## config.mk

```make
export PLATFORM = sky130hd
export DESIGN_NAME = mul_sequencer
export DESIGN_NICKNAME = d
export VERILOG_FILES = /design/src/rtl/mul_sequencer.sv
export SDC_FILE = /design/constraint.sdc
export NUM_CORES = 1
export LEC_CHECK = 0
export CELL_PAD_IN_SITES_DETAIL_PLACEMENT = 0
export CELL_PAD_IN_SITES_GLOBAL_PLACEMENT = 1
export CORE_ASPECT_RATIO = 1.75
export CORE_MARGIN = 1.5
export CORE_UTILIZATION = 34
export DETAILED_ROUTE_END_ITERATION = 12
export PLACE_DENSITY_LB_ADDON = 0.1
export SYNTH_ARGS = -nofsm -noshare
export SYNTH_HDL_FRONTEND = slang
export SYNTH_SLANG_ARGS = --single-unit
```

## constraint.sdc

```tcl
create_clock -name clock -period 2.2 [get_ports clock]
set_clock_uncertainty 0.05 [all_clocks]
set_input_delay 0.66 -clock clock [delete_from_list [all_inputs] [get_ports clock]]
set_output_delay 0.66 -clock clock [all_outputs]
set_load 0.05 [all_outputs]
```

## src/rtl/mul_sequencer.sv

```systemverilog
// mul_sequencer: RV32M multiply front-end driving an unsigned iterative multiplier with sign fix-up
module mul_sequencer #(
  parameter int MUL_CYCLES = 34
) (
  input  logic        clock,
  input  logic        reset_n,
  input  logic        in_valid,
  output logic        in_ready,
  input  logic [1:0]  in_op,
  input  logic [31:0] in_a,
  input  logic [31:0] in_b,
  input  logic        flush,
  output logic [31:0] mul_a,
  output logic [31:0] mul_b,
  output logic        mul_signed_a,
  output logic        mul_signed_b,
  output logic        mul_enable,
  input  logic [31:0] mul_lower,
  input  logic [31:0] mul_higher,
  output logic        out_valid,
  input  logic        out_ready,
  output logic [31:0] out_result,
  output logic        busy
);
  typedef enum logic [1:0] {IDLE, RUN, FIXUP, DONE} state_t;
  localparam logic [5:0] LAST = 6'(MUL_CYCLES - 1);
  state_t      state_q, state_d;
  logic [5:0]  cnt_q, cnt_d;
  logic [31:0] mul_a_q, mul_a_d, mul_b_q, mul_b_d, out_result_q, out_result_d;
  logic [1:0]  op_q, op_d;
  logic        neg_q, neg_d;
  logic        in_ready_q, in_ready_d, busy_q, busy_d;
  logic        mul_enable_q, mul_enable_d, out_valid_q, out_valid_d;
  logic        sa, sb;
  logic [63:0] p, p_fix;
  // Next-state and datapath: operands become magnitudes on accept, product is sign-corrected in FIXUP
  always_comb begin
    sa = in_a[31] & (in_op[0] ^ in_op[1]);
    sb = in_b[31] & (in_op == 2'b01);
    p = {mul_higher, mul_lower};
    p_fix = neg_q ? ~p + 64'd1 : p;
    state_d = state_q;
    cnt_d = cnt_q;
    mul_a_d = mul_a_q;
    mul_b_d = mul_b_q;
    op_d = op_q;
    neg_d = neg_q;
    out_result_d = out_result_q;
    case (state_q)
      IDLE: if (in_valid) begin
        state_d = RUN;
        cnt_d = 6'd0;
        mul_a_d = sa ? -in_a : in_a;
        mul_b_d = sb ? -in_b : in_b;
        neg_d = sa ^ sb;
        op_d = in_op;
      end
      RUN: begin
        cnt_d = cnt_q + 6'd1;
        state_d = (cnt_q == LAST) ? FIXUP : RUN;
      end
      FIXUP: begin
        out_result_d = (op_q == 2'b00) ? p_fix[31:0] : p_fix[63:32];
        state_d = DONE;
      end
      default: state_d = out_ready ? IDLE : DONE;
    endcase
    if (flush) begin
      state_d = IDLE;
      cnt_d = 6'd0;
    end
    in_ready_d = state_d == IDLE;
    busy_d = state_d != IDLE;
    mul_enable_d = state_d == RUN;
    out_valid_d = state_d == DONE;
  end
  // State, datapath and registered handshake/enable outputs
  always_ff @(posedge clock or negedge reset_n) begin
    if (!reset_n) begin
      state_q <= IDLE;
      cnt_q <= 6'd0;
      mul_a_q <= 32'd0;
      mul_b_q <= 32'd0;
      op_q <= 2'b00;
      neg_q <= 1'b0;
      out_result_q <= 32'd0;
      in_ready_q <= 1'b1;
      busy_q <= 1'b0;
      mul_enable_q <= 1'b0;
      out_valid_q <= 1'b0;
    end else begin
      state_q <= state_d;
      cnt_q <= cnt_d;
      mul_a_q <= mul_a_d;
      mul_b_q <= mul_b_d;
      op_q <= op_d;
      neg_q <= neg_d;
      out_result_q <= out_result_d;
      in_ready_q <= in_ready_d;
      busy_q <= busy_d;
      mul_enable_q <= mul_enable_d;
      out_valid_q <= out_valid_d;
    end
  end
  assign in_ready = in_ready_q;
  assign busy = busy_q;
  assign mul_enable = mul_enable_q;
  assign out_valid = out_valid_q;
  assign out_result = out_result_q;
  assign mul_a = mul_a_q;
  assign mul_b = mul_b_q;
  assign mul_signed_a = 1'b0;
  assign mul_signed_b = 1'b0;
endmodule
```

==> results by group <==
Run status
  – Status: finished, violations left
  – Failing checks: negative setup slack

Clock tree
  – Hold-fix buffer count after cts: 0
  – Root buf cell: clkbuf_16
  – Deepest level of the CTS H-tree: 3
  – Worst-path clk slew: 80 ps
  – TritonCTS Buffers: 9
  – Clock latency on the worst-skew pair: 370 ps
  – Sink Count: 111
  – TritonCTS clock tree: done
  – CTS max path bufs: 2

STA
  – Final worst path period share: 127.4%
  – Slew Viols, Final: 0
  – Final Hold Vio Count: 0
  – Hold_ws: 27.58 ps
  – RSZ-0062 raised after global routing: yes
  – Final min period: 2803 ps
  – Max_slew headroom: 46.34%
  – Worst slew pin tran: 801.9 ps
  – Worst setup margin: -602.7 ps
  – FMAX: 356.8 MHz
  – Setup Viol. Count Final: 48

Critical path
  – Crit-path max FO: 4
  – Arr. time, crit path: 3040 ps
  – CP Launch Type: input port
  – Crit. End Element: flop
  – Worst path required time: 2440 ps
  – Critical path class: in -> reg

Layout
  – Fillcell total: 1789
  – Layout cells sized above 1: 45.20%
  – Fin cells: 1668
  – Ant. Diodes: 0
  – Final instance area: 13530 µm²
  – Area grow syn2layout: 84.49%
  – Nets: 1552

Floorplanning
  – Die X: 114.0 µm
  – Die Y: 197.3 µm
  – Io pins: 237
  – Initial core utilization: 34.89%
  – FP Rows: 70
  – Placeable core area: 21020 µm²
  – Die area: 22500 µm²

Yosys
  – EDFF count, synth: 0
  – FFs w/ async S/R, synth: 100.0%
  – Syn Area/Cell: 8.232 µm²
  – Synth Instances: 891
  – Post-synthesis sequential area ratio: 37.89%
  – Mapped Area: 7335 µm²
  – Synth cell types: 56
  – Synth warn: 0
  – Yosys reg bits: 111
  – Synth Flop Type: dfrtp_1

Placement
  – Post-Place Cells: 1593
  – Dpl hpwl: 24450 µm
  – Final GP Congestion: 0.9293
  – Placement Cell Area: 11990 µm²
  – Port buffer count: 234
  – Dpl ws: -1409 ps

Drt
  – Average wire per standard cell: 19.39 µm
  – Total number of vias: 8918
  – Vias per cell: 5.347
  – DR iter-0 viols: 412
  – Routed wire length: 32340 µm
  – Antenna viol nets, final: 0
  – Remaining DRCs: 0
  – First-pass detailed-route iteration total: 5

Pwr
  – PwrDens: 572.2 nW/µm²
  – Lkg Pwr: 6.037 nW
  – Peak VDD IR: 0.0003854 V
  – Tot Pwr: 7.743 mW

GRT
  – GRT overflow: 0
  – First-pass GRT wire length: 49890 µm
  – Initial antenna violation count: 0
  – Vias in the first global route: 9354
  – Pin count of the biggest net entering global routing: 64
  – All-Layer GR Usage: 29.10%

Min path
  – Worst Hold Class: in -> async

Run
  – Total of max-cap violations: 0
report_power, final:
part | internal [mW] | switching, mW | total [mW]
clock | 0.900 | 0.872 | 1.77
sequential | 2.33 | 0.178 | 2.51
combinational | 1.32 | 2.14 | 3.46
logic make-up after synthesis:
family                     count (synthesis)  synth area share [%]
xor gates and xnor gates                 105                 12.54
DFF                                      111                 37.89
other                                      1               0.05113
AOI/OAI and AO/OA                        238                 19.93
muxes                                      9                 1.245
and+or+nand+nor                          357                 23.73
adders and majority gates                  6                 1.024
buffers and inverters                     64                 3.599
timing repair:
action,in CTS,in global routing
endpoints found under the setup margin,77,69
buffers inserted,40,28
pin swaps,115,101
resized for setup,340,120
area by class of cell:
class                   instances  area [µm²]  share of cell area (%)
multi-input cells             717        5374                   39.71
inverters                      14       62.56                  0.4623
flip-flops and latches        111        2780                   20.55
repair buffers                558        4695                   34.69
well taps                     252       315.3                   2.330
clock buffers                   9       225.2                   1.664
clock inverters                 7       80.08                  0.5918
layer usage:
metal / GRT usage (%) / part of all wire (%) / up-vias
met5: 0 / 0 / -
met4: 18.94 / 7.2 / 0
met3: 4.848 / 4.7 / 103
met2: 54.80 / 54 / 287
met1: 28.80 / 34 / 4268
li1: - / - / 4260
placed cells by master (no fill, tap or decap), drive strengths merged, types with 23 or more instances in the layout:
master,n
clkbuf,30
nor4,23
o31ai,31
nand2,132
buf,448
dfrtp,110
o21ai,114
a21oi,30
nor2,62
nor3,34
clkdlybuf4s50,50
xnor2,44
xor2,61
through the flow:
stage	util (%)	setup TNS (ps)
floorplan	-	-18520
global placement	57.04	-64900
detailed placement	57.04	-66470
CTS	62.55	-11300
finish	64.38	-10940
global route	64.38	-13630
path summary, 6_finish.rpt:
path | startpoint | end | slack [ps] | cells past startpoint
min in group clock | mul_a[6] | mul_a[6] | 430 | 2
max in group asynchronous | reset_n | in_ready | 1450 | 2
setup reg to reg | state_q[0] | out_result[11] | 130 | 5
setup / recovery | mul_lower[5] | out_result[29] | -600 | 7
hold reg to reg | mul_a[6] | mul_a[6] | 430 | 2
hold / removal | reset_n | out_result[9] | 30 | 1
worst max-delay path, stage by stage:
cell     delay (ps)
buf_6            90
or4_4           540
or4_4           540
or2_4           280
or4b_4          560
mux2i_1         140
o31ai_1         230
state kept, by name (all words and copies together) (netlist names):
register,count
mul_a,32
mul_b,32
out_result,32
cnt_q,6
op_q,2
state_q,2
busy,1
in_ready,1
mul_enable,1
neg_q,1
out_valid,1
synth_stat cells, types with 4 or more instances:
library cell	number	share of area [%]
or3_1	14	1.2
a22oi_1	8	0.82
a21oi_1	30	2.0
nor2b_1	6	0.51
o41ai_1	15	1.8
nor2_1	62	3.2
nand2b_1	11	0.94
o31ai_1	31	3.2
nor3_1	34	2.3
o221ai_1	4	0.48
nand2_1	132	6.8
nand3_1	18	1.2
o21ai_0	114	7.8
and3_1	4	0.34
clkbuf_1	45	2.3
or2_2	5	0.43
a31oi_1	11	0.94
xor2_1	61	7.3
mux2i_1	8	1.1
ha_1	6	1.0
inv_1	14	0.72
or4_1	17	1.7
dfrtp_1	110	38
xnor2_1	44	5.3
nor4_1	23	2.0
o22ai_1	4	0.34
nand4_1	14	1.2
Power figures use the tool's default switching activity.
